<file path="config.mk">
export PLATFORM = sky130hd
export DESIGN_NAME = pipe_ctrl
export DESIGN_NICKNAME = d
export VERILOG_FILES = /design/src/rtl/pipe_ctrl.sv
export SDC_FILE = /design/constraint.sdc
export NUM_CORES = 1
export LEC_CHECK = 0
export BUFFER_PORTS_ARGS = -buffer_cell sky130_fd_sc_hd__buf_2
export CAP_MARGIN = 15
export CORE_MARGIN = 4
export CORE_UTILIZATION = 35
export DETAILED_ROUTE_END_ITERATION = 7
export GPL_TIMING_DRIVEN = 0
export SYNTH_ARGS = -nofsm -noshare
export SYNTH_HDL_FRONTEND = slang
export SYNTH_SLANG_ARGS = --single-unit
</file>
<file path="constraint.sdc">
create_clock -name clk -period 4.55 [get_ports clk]
set_clock_uncertainty 0.1 [all_clocks]
set_input_delay 1.1375 -clock clk [delete_from_list [all_inputs] [get_ports clk]]
set_output_delay 1.1375 -clock clk [all_outputs]
set_load 0.1 [all_outputs]
</file>
<file path="src/rtl/pipe_ctrl.sv">
// Pipeline hazard controller: data/HI-LO/EPC stall detection, exception flush
// priority, HI/LO unit busy tracking and a saturating stall-cycle counter.
`timescale 1ns/1ps
module pipe_ctrl #(
    parameter int unsigned MUL_CYC = 5,
    parameter int unsigned DIV_CYC = 10
) (
    input  logic        clk,
    input  logic        reset,
    input  logic [4:0]  rs_D,
    input  logic [4:0]  rt_D,
    input  logic [1:0]  tuse_rs,
    input  logic [1:0]  tuse_rt,
    input  logic [4:0]  A3E,
    input  logic [4:0]  A3M,
    input  logic [1:0]  tnew_E,
    input  logic [1:0]  tnew_M,
    input  logic        md_D,
    input  logic        start_E,
    input  logic        div_E,
    input  logic        eret_D,
    input  logic        mtc0_epc_E,
    input  logic        mtc0_epc_M,
    input  logic        exc_req,
    output logic        en_F,
    output logic        en_D,
    output logic        flush_D,
    output logic        flush_E,
    output logic        flush_M,
    output logic        md_start,
    output logic        busy,
    output logic [15:0] stall_cnt
);

    typedef enum logic {IDLE, BUSY} state_t;

    localparam logic [15:0] MUL_LD = 16'(MUL_CYC);
    localparam logic [15:0] DIV_LD = 16'(DIV_CYC);

    state_t      state, state_nx;
    logic [15:0] cnt, cnt_nx;
    logic        stall_rs, stall_rt, stall_md, stall_epc, stall;

    // Register 0 never carries a dependency, so it can never stall.
    assign stall_rs = (rs_D != 5'd0) &&
                      (((rs_D == A3E) && (tnew_E > tuse_rs)) ||
                       ((rs_D == A3M) && (tnew_M > tuse_rs)));
    assign stall_rt = (rt_D != 5'd0) &&
                      (((rt_D == A3E) && (tnew_E > tuse_rt)) ||
                       ((rt_D == A3M) && (tnew_M > tuse_rt)));
    assign stall_md  = md_D && (busy || start_E);
    assign stall_epc = eret_D && (mtc0_epc_E || mtc0_epc_M);
    assign stall     = stall_rs || stall_rt || stall_md || stall_epc;

    assign busy     = (state == BUSY);
    assign md_start = start_E && !exc_req && (state == IDLE);

    always_comb begin
        en_F    = 1'b1;
        en_D    = 1'b1;
        flush_D = 1'b0;
        flush_E = 1'b0;
        flush_M = 1'b0;
        if (exc_req) begin
            flush_D = 1'b1;
            flush_E = 1'b1;
            flush_M = 1'b1;
        end else if (stall) begin
            en_F    = 1'b0;
            en_D    = 1'b0;
            flush_E = 1'b1;
        end
    end

    always_comb begin
        state_nx = state;
        cnt_nx   = cnt;
        case (state)
            IDLE: begin
                if (md_start) begin
                    state_nx = BUSY;
                    cnt_nx   = div_E ? DIV_LD : MUL_LD;
                end
            end
            BUSY: begin
                // A zero count is treated like the last cycle so BUSY cannot hang.
                if (cnt <= 16'd1) begin
                    state_nx = IDLE;
                    cnt_nx   = '0;
                end else begin
                    cnt_nx = cnt - 16'd1;
                end
            end
            default: begin
                state_nx = IDLE;
                cnt_nx   = '0;
            end
        endcase
    end

    always_ff @(posedge clk) begin
        if (!reset) begin
            state     <= IDLE;
            cnt       <= '0;
            stall_cnt <= '0;
        end else begin
            state <= state_nx;
            cnt   <= cnt_nx;
            if (stall && !exc_req && (stall_cnt != '1))
                stall_cnt <= stall_cnt + 16'd1;
        end
    end

endmodule

</file>
After elaboration in Yosys (flattened, before gate mapping)
Cells that the tools add are included.
{"block": "totals", "out_inout_bits": 23, "inputBits": 37, "ff_bits": 33, "elab_cells": 51}
{"block": "classes", "n_addsub": 2, "mux": 12, "reduce_logical": 22, "n_lt_le_gt_ge": 5, "n_eq_ne": 6, "bitwise_logic": 1}
{"op": "two-way mux 16 bit", "n": 2}
{"op": "one-hot mux 16 bit (2 select lines)", "n": 1}
{"op": "== test 5 bit", "n": 4}
{"op": "adder 16 x 1 -> 16 bit (second input constant)", "n": 1}
{"op": "less-or-equal comparator 16 x 1 -> 1 bit (second input constant)", "n": 1}
{"op": "inequality test 16 bit (second input constant)", "n": 1}
{"op": "subtractor 16 x 1 -> 16 bit (second input constant)", "n": 1}
{"op": "logical AND 1 bit", "n": 12}
{"op": "nonzero test 5 bit", "n": 2}
{"op": "greater-than comparator 2 bit", "n": 4}
{"op": "logical OR 1 bit", "n": 7}
{"op": "two-way mux 1 bit", "n": 7}
{"op": "two-way mux 4 bit", "n": 1}
{"op": "inequality test 2 bit (second input constant)", "n": 1}
{"op": "one-hot mux 1 bit (2 select lines)", "n": 1}
{"op": "zero test 1 bit", "n": 1}
{"op": "inverter 1 bit", "n": 1}

Logic depth before layout (Yosys ltp)
Gate-level depths: netlist of the first run.
{"block": "depth", "word_depth": 9, "ltp_mapped": 11, "ltp_nobuf": 9}

Worst setup path before layout of the first run
Ideal clock, no wire load.
{"block": "synth_timing", "path_kind": "in2out", "from": "input tuse_rt[1]", "to": "output en_F", "slack_ps": -141, "path_stages": 10, "required_time_ps": 3313, "n_path_buf": 3, "arrival_ps": 3454, "path_cell_list": "inv_1 > ha_1 > nor2b_1 > o21ai_0 > a2111oi_0 > o22a_1 > o31ai_2 > buf_2 > buf_2 > buf_4"}
{"block": "synth_via", "elab_chain_cells": 9, "elab_cells_between_ends": 11, "cone_classes": "order compare (2); mux (2); reduce/logical (7)"}
{"item": "start, declared", "line_no": "13", "source": "input logic [1:0] tuse_rt,"}
{"item": "greater-than comparator 2 bit (on tied branches)", "line_no": "49, 50"}
{"item": "logical AND 1 bit (on tied branches)", "line_no": "49, 50"}
{"item": "logical OR 1 bit *", "line_no": "49", "source": "(((rt_D == A3E) && (tnew_E > tuse_rt)) ||"}
{"item": "logical AND 1 bit *", "line_no": "48", "source": "assign stall_rt = (rt_D != 5'd0) &&"}
{"item": "logical OR 1 bit * (3 in a row)", "line_no": "53", "source": "assign stall = stall_rs || stall_rt || stall_md || stall_epc;"}
{"item": "two-way mux 1 bit * (2 in a row)"}
{"item": "end, declared", "line_no": "25", "source": "output logic en_F,"}
Mark *: on every way between the ends. The rest lies on a longest branch, timed or not.

Worst setup path after layout of the first run
{"block": "layout_timing", "from": "input tuse_rt[1]", "to": "output en_F"}
{"block": "layout_via", "elab_chain_cells": 9, "elab_cells_between_ends": 11, "cone_classes": "order compare (2); mux (2); reduce/logical (7)"}
{"item": "greater-than comparator 2 bit (on tied branches)", "line_no": "49, 50"}
{"item": "logical AND 1 bit (on tied branches)", "line_no": "49, 50"}
{"item": "logical OR 1 bit *", "line_no": "49"}
{"item": "logical AND 1 bit *", "line_no": "48"}
{"item": "logical OR 1 bit * (3 in a row)", "line_no": "53"}
{"item": "two-way mux 1 bit *", "line_no": "68", "source": "end else if (stall) begin"}
{"item": "two-way mux 1 bit *", "line_no": "64", "source": "if (exc_req) begin"}
Marked as above.

==> results of run 1 <==
-- cell type report --
cell class                 instances  area share (%)
timing repair buffer              60            11.2
tap                               75            3.37
buffer                            15            3.42
clock buffer                       7            3.10
inverter                          16            2.16
sequential                        33            23.8
clock inverter                     1            1.08
multi-input combinational        216            51.9
-- layer usage --
layer | up-vias | part of all wire [%] | global-route usage, %
met1 | 1096 | 46 | 20.6
met2 | 50 | 49 | 26.1
met5 | - | 0 | 0
met4 | 0 | 1.2 | 4.53
met3 | 12 | 4.5 | 3.67
li1 | 1180 | - | -
-- worst max-delay path by stage --
stage	start	endpoint	slack, ns	cells past startpoint
6_report	tuse_rt[1]	en_F	0.13	12
4_1_cts	tuse_rt[1]	en_F	0.08	12
5_1_grt	tuse_rt[1]	en_F	0.007	12
3_5_place_dp	tuse_rt[1]	en_F	-0.40	12
2_1_floorplan	tuse_rt[1]	en_F	0.07	10
3_3_place_gp	tuse_rt[1]	en_F	-0.42	12
-- report_power, final --
group	internal, mW	leakage [nW]	switching (mW)
Combinational	0.0997	0.818	0.179
Clock	0.179	0.0585	0.109
Sequential	0.304	0.267	0.0165
Total	0.582	1.14	0.305
-- worst register-to-register path: cells and delay by family (launching register included) --
kind	cells	cell delay [ns]
compound gates	2	0.28
buf+inv	2	0.70
flops	1	0.45
simple gates	4	1.09
-- stage by stage --
step | total power [mW] | util [%] | cells | hold WS, ns | TNS [ns]
finish | 0.887 | 45.9 | 423 | 0.391 | 0
detailed placement | 0.599 | 43.5 | 414 | 0.363 | -0.723
CTS | 0.895 | 45.8 | 423 | 0.389 | 0
global route | 0.940 | 45.9 | 423 | 0.425 | 0
floorplan | 0.530 | - | 280 | 0.338 | 0
global placement | 0.597 | 43.5 | 414 | 0.367 | -0.752
-- Yosys cell counts, types with 2 or more instances --
cell      number
o211ai_1       3
o22a_1         2
and2_1         3
nand2b_1       4
or4_1         17
buf_2          3
buf_6          2
o211a_1        2
o21ai_0        3
dfxtp_1       33
o21ai_1       15
ha_1          11
nor2_1        21
nor2b_1        2
a21oi_1       29
and3_1         4
o31ai_1       12
nand4_1        4
xor2_1         7
buf_4          3
nor4_1         7
inv_2          2
nor3_1         7
or3_1          2
xnor2_1       13
nand3_1       11
a311oi_1       2
inv_1         14
nand2_1       12
clkbuf_1       6
-- cell families after synthesis --
| kind of cell | after synthesis | share of synthesized area (%) |
|---|---|---|
| AND/OR/NAND/NOR | 105 | 26.5 |
| AO/OA/AOI/OAI | 80 | 23.6 |
| XOR/XNOR | 20 | 7.81 |
| buffers and inverters | 31 | 6.53 |
| flip-flops | 33 | 29.5 |
| adder cells (fa/ha/maj) | 11 | 6.14 |
-- state kept, by name, indices dropped and copies added, names as in the netlist --
name,flops
stall_cnt,16
cnt,16
busy,1
-- what timing repair did --
item	CTS	global route
setup endpoints to repair	2	1
resized for setup	5	1
cloned	0	0
pin swaps	1	0
buffers inserted	1	0
==> flow_summary_export.csv, run 1 <==
group,metric,value,unit
status,outcome,"complete, no violations",
setup_path,timing.rr.end,"stall_cnt[13]",
detailed_routing,num_vias,2338,
setup_path,cp_max_fo,11,
synthesis,yosysTopAreaCellShare,29.5,%
sta,hold_violations,0,
synthesis,synthArstFlopShare,0,%
floorplanning,io_pins,60,
placed_design,port_buffers,59,
synthesis,synth_largest_area_cell,"dfxtp_1",
floorplanning,initial_core_util,37.0,%
sta,max_clock_freq,226,MHz
hold_path,hp-start,"stall_cnt[10]",
synthesis,syn-num-nets,328,
detailed_routing,ant_nets,0,
detailed_routing,first_pass_iters,4,
synthesis,yosys_warnings,0,
finish,drive_gt1_share,24.4,%
finish,final_nets,395,
detailed_routing,drt_wl_total,6100,um
sta,tightest_slew,0.632,ns
setup_path,cp-start-kind,"input pin",
synthesis,synth_edf_count,0,
sta,post-route-worst-setup-slack,0.131,ns
global_routing,grt_first_pass_wirelength,10000,um
floorplanning,core_area,6060,um2
clock_tree,cts_hold_buf,0,
floorplanning,num_rows,28,
floorplanning,die_width,88.0,um
setup_path,critPathKind,"in -> out",
hold_path,hold_depth,2,
finish,design_area,2780,um2
sta,timing.final.max_slew_violations,0,
setup_path,cpPeakStageDelay,0.30,ns
finish,area_growth,24.1,%
clock_tree,clk_latency,0.29,ns
setup_path,cp.arrival,3.18,ns
pwr,p_leak,1.14,nW
placed_design,gp_congestion,0.867,
clock_tree,root_buffer,"clkbuf_8",
setup_path,critical_path.n_buffers_inverters,6,
setup_path,critPathCaptureType,"output port",
synthesis,postSynthCellCount,280,
setup_path,crit_required,3.31,ns
synthesis,syn_area,2240,um2
finish,layout_commonest_cell,"buf_2",
setup_path,reg2reg_depth,8,
setup_path,cpLargestDelayFamily,"buffers and inverters",
global_routing,antenna_found_initial,0,
setup_path,r2r_start,"stall_cnt[2]",
global_routing,grt.overflow.total,0,
setup_path,worstPathCellList,"buf_2 > inv_1 > ha_1 > nor2b_1 > o21ai_0 > a2111oi_0 > o22a_1 > o31ai_4 > buf_6 > buf_4 > buf_4 > buf_6",
detailed_routing,viasPerCell,5.53,
detailed_routing,routedWlPerCell,14.4,um
synthesis,avgSynthCellArea,8.01,um2
detailed_routing,drt_iter0_drc,67,
finish,antenna_cells,0,
clock_tree,cts.clk_slew.worst_paths,0.07,ns
clock_tree,numCtsBuffers,5,
global_routing,grt_pass1_vias,2233,
setup_path,regToRegSetupSlack,1.87,ns
clock_tree,cts_tree,"done",
placed_design,placed_area,2630,um2
placed_design,place_ws,-0.402,ns
sta,period_needed,4.42,ns
finish,n_fill_cell,622,
detailed_routing,drcViolationCount,0,
finish,multiInputGateArea,1440,um2
pwr,vdd_ir_drop_max,0.000214,V
sta,post-route-period-util,97.1,%
floorplanning,fp.dieH,88.0,um
sta,slew-limit-headroom,57.7,%
synthesis,ys_ff_latch,33,
synthesis,synth_seq_area_share,29.5,%
synthesis,synth_ff_type,"dfxtp_1",
global_routing,grt_start_max_net_pins,12,
clock_tree,clockBufferDepth,2,
sta,setup_viol,0,
sta,rsz0062_at_grt,"false",
flow_run,max_cap_viol_count,0,
synthesis,synthDistinctLibCells,54,
placed_design,dp_hpwl,4620,um
clock_tree,htreeDepth,2,
finish,area.sequential,661,um2
pwr,power_density,319,nW/um2
finish,final_cell_mix,"buf_2, dfxtp_1, a21oi_1",
hold_path,hp-class,"reg -> reg",
global_routing,track_usage,15.8,%
setup_path,critPathSlowestCell,"o31ai_4",
clock_tree,cts.sinks,33,
synthesis,synthTopCellsByArea,"dfxtp_1, a21oi_1, ha_1",
hold_path,hold_end,"stall_cnt[10]",
floorplanning,die_area,7750,um2
Power figures use the tool's default switching activity.
==> inputs of run 2 (changes only) <==
--- a/config.mk
+++ b/config.mk
@@ -8,7 +8,7 @@
 export BUFFER_PORTS_ARGS = -buffer_cell sky130_fd_sc_hd__buf_2
 export CAP_MARGIN = 15
 export CORE_MARGIN = 4
-export CORE_UTILIZATION = 35
+export CORE_UTILIZATION = 30
 export DETAILED_ROUTE_END_ITERATION = 7
 export GPL_TIMING_DRIVEN = 0
 export SYNTH_ARGS = -nofsm -noshare
==> flow_summary_export.csv, run 2 (synthesis gave the netlist of run 1 again) <==
group,metric,value,unit
floorplanning,die_width,94.5,um
setup_path,regToRegSetupSlack,1.87,ns
global_routing,antenna_found_initial,0,
global_routing,grt_first_pass_wirelength,10400,um
setup_path,cp_max_fo,11,
detailed_routing,met1_length,2820,um
setup_path,cpPeakStageDelay,0.30,ns
clock_tree,cts.sinks,33,
hold_path,hp-class,"reg -> reg",
floorplanning,die_area,8920,um2
clock_tree,clockBufferDepth,2,
detailed_routing,ant_nets,0,
sta,post-route-period-util,98.0,%
sta,period_needed,4.46,ns
clock_tree,clk_latency,0.28,ns
setup_path,reg2reg_depth,8,
setup_path,crit_start,"tuse_rt[1]",
setup_path,crit_cells,12,
detailed_routing,drcViolationCount,0,
sta,post-route-worst-setup-slack,0.0891,ns
detailed_routing,num_vias,2337,
finish,n_fill_cell,768,
sta,slew-limit-headroom,55.8,%
finish,drive_gt1_share,24.2,%
setup_path,timing.rr.end,"cnt[8]",
setup_path,worstPathCellList,"buf_2 > inv_1 > ha_1 > nor2b_1 > o21ai_0 > a2111oi_0 > o22a_1 > o31ai_4 > buf_4 > buf_4 > buf_4 > buf_8",
setup_path,critical_path.n_buffers_inverters,6,
global_routing,track_usage,14.3,%
pwr,power.switching,0.306,mW
pwr,intPower,0.524,mW
floorplanning,io_pins,60,
clock_tree,htreeDepth,2,
detailed_routing,drt_iter0_drc,158,
sta,setup_viol,0,
finish,layout_commonest_cell,"buf_2",
finish,multiInputGateArea,1440,um2
pwr,seq_power_share,38.7,%
placed_design,place_ws,-0.333,ns
sta,rsz0062_at_grt,"false",
clock_tree,cts_tree,"done",
sta,tightest_slew,0.661,ns
detailed_routing,wl_met3,484,um
global_routing,grt.overflow.total,0,
sta,max_clock_freq,224,MHz
setup_path,cp-start-kind,"input pin",
setup_path,critPathKind,"in -> out",
floorplanning,initial_core_util,30.9,%
finish,area_growth,24.1,%
pwr,combPwrFrac,33.8,%
finish,antenna_cells,0,
placed_design,gp_congestion,0.794,
sta,hold_violations,0,
detailed_routing,first_pass_iters,4,
finish,area.sequential,661,um2
detailed_routing,top_layer,"met4",
clock_tree,cts.clk_slew.worst_paths,0.07,ns
pwr,switching_share,36.9,%
setup_path,cp.arrival,3.22,ns
clock_tree,cts_hold_buf,0,
setup_path,cp_common_cell,"buf_4",
setup_path,r2r_start,"cnt[6]",
floorplanning,core_area,7250,um2
setup_path,critPathSlowestCell,"ha_1",
global_routing,grt_start_max_net_pins,12,
detailed_routing,drt_wl_total,6410,um
pwr,pwr-share-clk,27.6,%
placed_design,dp_hpwl,4760,um
floorplanning,num_rows,31,
status,outcome,"complete, no violations",
pwr,p_leak,1.13,nW
placed_design,port_buffers,59,
sta,timing.final.max_slew_violations,0,
floorplanning,fp.dieH,94.5,um
global_routing,grt_pass1_vias,2169,
finish,final_cell_mix,"buf_2, dfxtp_1, a21oi_1",
clock_tree,root_buffer,"clkbuf_8",
clock_tree,numCtsBuffers,5,
setup_path,cp-endpoint,"en_F",
setup_path,crit_required,3.31,ns
finish,final_nets,395,
pwr,power,0.830,mW
flow_run,max_cap_viol_count,0,
pwr,vdd_ir_drop_max,0.000102,V
sta,whs,0.381,ns
detailed_routing,routedWlPerCell,14.4,um
pwr,power_density,298,nW/um2
setup_path,critPathCaptureType,"output port",
detailed_routing,viasPerCell,5.24,
detailed_routing,route.met2.wl,3040,um
setup_path,cpLargestDelayFamily,"buffers and inverters",
## run 2: cell count changes in the layout (fill, tap and decap cells not counted)
| cell | change |
|---|---|
| buf_8 | +1 |
| buf_6 | -2 |
| bufinv_16 | -1 |
| buf_4 | +1 |
## run 2: final cells by class
cell class,count,share of cell area [%]
multi-input cells,216,51.9
flip-flops and latches,33,23.8
repair buffers,60,11.3
well taps,99,4.45
plain buffers,15,3.28
clock buffers,7,3.10
inverters,16,2.16
## run 2: metrics by stage
stage               instances  utilization (%)  TNS [ns]  cell area [um2]
detailed placement        438             36.7    -0.582             2660
CTS                       445             38.2         0             2770
global placement          438             36.7    -0.584             2660
finish                    446             38.3         0             2780
global route              446             38.3         0             2780
floorplan                 280                -         0             2240
## run 2: power groups by stage
| stage | Sequential [mW] | Combinational, mW | Clock [mW] |
|---|---|---|---|
| after detailed placement | 0.327 | 0.274 | 0 |
| after global routing | 0.323 | 0.310 | 0.245 |
| after floorplan | 0.339 | 0.191 | 0 |
| after global placement | 0.326 | 0.271 | 0 |
| after CTS | 0.320 | 0.279 | 0.236 |
| final | 0.321 | 0.280 | 0.229 |
## run 2: worst min path at each step
stage	endpoint	slack, ns	from	depth (start not counted)
3_5_place_dp	cnt[9]	0.37	cnt[9]	1
2_1_floorplan	cnt[9]	0.34	cnt[9]	1
5_1_grt	stall_cnt[10]	0.41	stall_cnt[10]	2
4_1_cts	cnt[9]	0.38	cnt[9]	1
6_report	cnt[9]	0.38	cnt[9]	1
3_3_place_gp	cnt[9]	0.36	cnt[9]	1
## run 2: what timing repair did
| action | in CTS | in global routing |
|---|---|---|
| setup buffers | 0 | 1 |
| endpoints found under the setup margin | 2 | 2 |
| pin swaps | 1 | 1 |
| resized for setup | 5 | 1 |
| endpoints found under the hold margin | 0 | 0 |
## run 2: metal layers
metal	track usage, %	vias to the layer above
met3	2.87	7
li1	-	1175
met1	18.6	1075
met2	24.2	80
met4	3.97	0
met5	0	-
==> inputs of run 3 (changes only) <==
--- a/config.mk
+++ b/config.mk
@@ -5,6 +5,7 @@
 export SDC_FILE = /design/constraint.sdc
 export NUM_CORES = 1
 export LEC_CHECK = 0
+export ABC_AREA = 1
 export BUFFER_PORTS_ARGS = -buffer_cell sky130_fd_sc_hd__buf_2
 export CAP_MARGIN = 15
 export CORE_MARGIN = 4
@@ -14,3 +15,4 @@
 export SYNTH_ARGS = -nofsm -noshare
 export SYNTH_HDL_FRONTEND = slang
 export SYNTH_SLANG_ARGS = --single-unit
+export TNS_END_PERCENT = 100
==> flow_summary_export.csv, run 3 <==
group,metric,value,unit
synthesis,synth_largest_area_cell,"dfxtp_1",
clock_tree,clockBufferDepth,2,
floorplanning,die_width,102,um
setup_path,cp_max_fo,10,
global_routing,grt_start_max_net_pins,11,
setup_path,crit_required,3.31,ns
synthesis,postSynthCellCount,451,
clock_tree,numCtsBuffers,5,
global_routing,grt_first_pass_wirelength,11600,um
setup_path,crit_start,"tuse_rs[1]",
synthesis,avgSynthCellArea,5.86,um2
sta,tightest_slew,0.545,ns
detailed_routing,drt_wl_total,6960,um
synthesis,synth_common_cells,"nand2_1, inv_1, nor2_1",
placed_design,place_ws,0.310,ns
finish,n_fill_cell,943,
pwr,vdd_ir_drop_max,0.000136,V
floorplanning,core_area,8380,um2
clock_tree,cts.clk_slew.worst_paths,0.06,ns
sta,rsz0062_at_grt,"false",
global_routing,grt_pass1_vias,2563,
status,outcome,"complete, no violations",
hold_path,hp-class,"reg -> reg",
detailed_routing,routedWlPerCell,11.2,um
floorplanning,num_rows,33,
placed_design,dp_hpwl,5550,um
synthesis,syn-num-nets,499,
placed_design,port_buffers,59,
pwr,power_density,272,nW/um2
finish,drive_gt1_share,18.0,%
sta,post-route-worst-setup-slack,0.322,ns
finish,antenna_cells,0,
global_routing,grt.overflow.total,0,
sta,period_needed,4.23,ns
synthesis,yosysMostFrequentCell,"nand2_1",
synthesis,synth_seq_area_share,25.0,%
clock_tree,post_cts_buffers,0,
floorplanning,die_area,10400,um2
detailed_routing,drcViolationCount,0,
setup_path,critPathCaptureType,"output port",
sta,slew-limit-headroom,63.7,%
synthesis,yosysTopAreaCellShare,25.0,%
clock_tree,cts_tree,"done",
sta,setup_viol,0,
finish,layout_commonest_cell,"nand2_1",
sta,timing.final.max_slew_violations,0,
synthesis,synth_edf_count,0,
setup_path,reg2reg_depth,10,
synthesis,synthDistinctLibCells,29,
sta,post-route-period-util,92.9,%
setup_path,critPathKind,"in -> out",
placed_design,gp_congestion,0.878,
clock_tree,cts_hold_buf,0,
finish,final_cell_mix,"nand2_1, inv_1, nor2_1",
detailed_routing,drt_iter0_drc,105,
synthesis,synthArstFlopShare,0,%
finish,final_nets,565,
global_routing,antenna_found_initial,0,
setup_path,timing.rr.end,"stall_cnt[14]",
setup_path,cp.arrival,2.99,ns
clock_tree,cts.sinks,33,
setup_path,regToRegSetupSlack,2.60,ns
global_routing,track_usage,13.5,%
setup_path,cp-endpoint,"en_F",
synthesis,yosys_warnings,0,
pwr,p_leak,1.68,nW
finish,area_growth,19.4,%
synthesis,synth_ff_type,"dfxtp_1",
pwr,power,0.859,mW
clock_tree,clk_latency,0.28,ns
detailed_routing,ant_nets,0,
floorplanning,initial_core_util,31.5,%
detailed_routing,first_pass_iters,4,
floorplanning,io_pins,60,
clock_tree,htreeDepth,2,
clock_tree,cts_resized,0,
synthesis,ys_ff_latch,33,
setup_path,cp-start-kind,"input pin",
synthesis,synthTopCellsByArea,"dfxtp_1, nand2_1, inv_1",
sta,tns,0,ns
sta,hold_violations,0,
synthesis,syn_area,2640,um2
detailed_routing,viasPerCell,4.61,
setup_path,r2r_start,"stall_cnt[0]",
detailed_routing,num_vias,2869,
flow_run,max_cap_viol_count,0,
clock_tree,root_buffer,"clkbuf_8",
sta,max_clock_freq,236,MHz
floorplanning,fp.dieH,102,um
-- run 3: worst min-delay path by stage --
stage	from	end	slack, ns	cells after the start
after detailed placement	cnt[15]	cnt[15]	0.39	2
after floorplan	cnt[15]	cnt[15]	0.37	2
after global routing	cnt[15]	cnt[15]	0.42	2
after CTS	cnt[15]	cnt[15]	0.40	2
final	cnt[15]	cnt[15]	0.40	2
after global placement	cnt[15]	cnt[15]	0.38	2
-- run 3: critical path: stages --
cell and delay [ns]:
buf_2 0.08, inv_1 0.05, ha_1 0.30, a21oi_1 0.18, nor2_1 0.06, nand3_1 0.07
nand2_1 0.05, nand2_1 0.08, nand3_2 0.13, buf_2 0.23, nand2_1 0.10, buf_4 0.11
buf_2 0.41
-- run 3: cell families (layout without fill, tap and decap cells) --
| family | after synthesis | after routing | share of synthesized area (%) |
|---|---|---|---|
| buffers and inverters | 100 | 166 | 15.9 |
| adders and majority gates | 11 | 11 | 5.21 |
| and+or+nand+nor | 262 | 262 | 43.4 |
| AOI/OAI and AO/OA | 33 | 33 | 6.63 |
| xor gates and xnor gates | 12 | 12 | 3.98 |
| DFF | 33 | 33 | 25.0 |
-- run 3: per-layer routing --
metal / routed length (um) / vias up / part of all wire (%) / track usage, %
met3: 415 / 4 / 6.0 / 2.80
met2: 3060 / 61 / 44 / 21.9
li1: - / 1529 / - / -
met4: 38 / 0 / 0.55 / 2.62
met5: 0 / - / 0 / 0
met1: 3440 / 1275 / 49 / 18.8
-- run 3: final cells by class --
| class | instances | area [um2] | area share, % |
|---|---|---|---|
| Tap cell | 105 | 131 | 4.16 |
| Clock buffer | 7 | 86.3 | 2.73 |
| Timing Repair Buffer | 59 | 295 | 9.35 |
| Buffer | 12 | 88.8 | 2.81 |
| Multi-Input combinational cell | 318 | 1560 | 49.5 |
| Sequential cell | 33 | 661 | 20.9 |
| Inverter | 88 | 330 | 10.5 |
-- run 3: where the power goes --
group	leakage, nW	internal (mW)	total [mW]	switching (mW)
combinational	1.37	0.0993	0.308	0.209
sequential	0.268	0.306	0.326	0.0196
clock	0.0443	0.120	0.225	0.105
total	1.68	0.525	0.859	0.334
-- run 3: through the flow --
| step | hold slack, ns | instance area, um2 | util [%] | instances |
|---|---|---|---|---|
| 6_report | 0.396 | 3160 | 37.7 | 622 |
| 5_1_grt | 0.418 | 3160 | 37.7 | 622 |
| 4_1_cts | 0.400 | 3160 | 37.7 | 622 |
| 3_5_place_dp | 0.389 | 3070 | 36.6 | 615 |
| 3_3_place_gp | 0.382 | 3070 | 36.6 | 615 |
| 2_1_floorplan | 0.368 | 2640 | - | 451 |
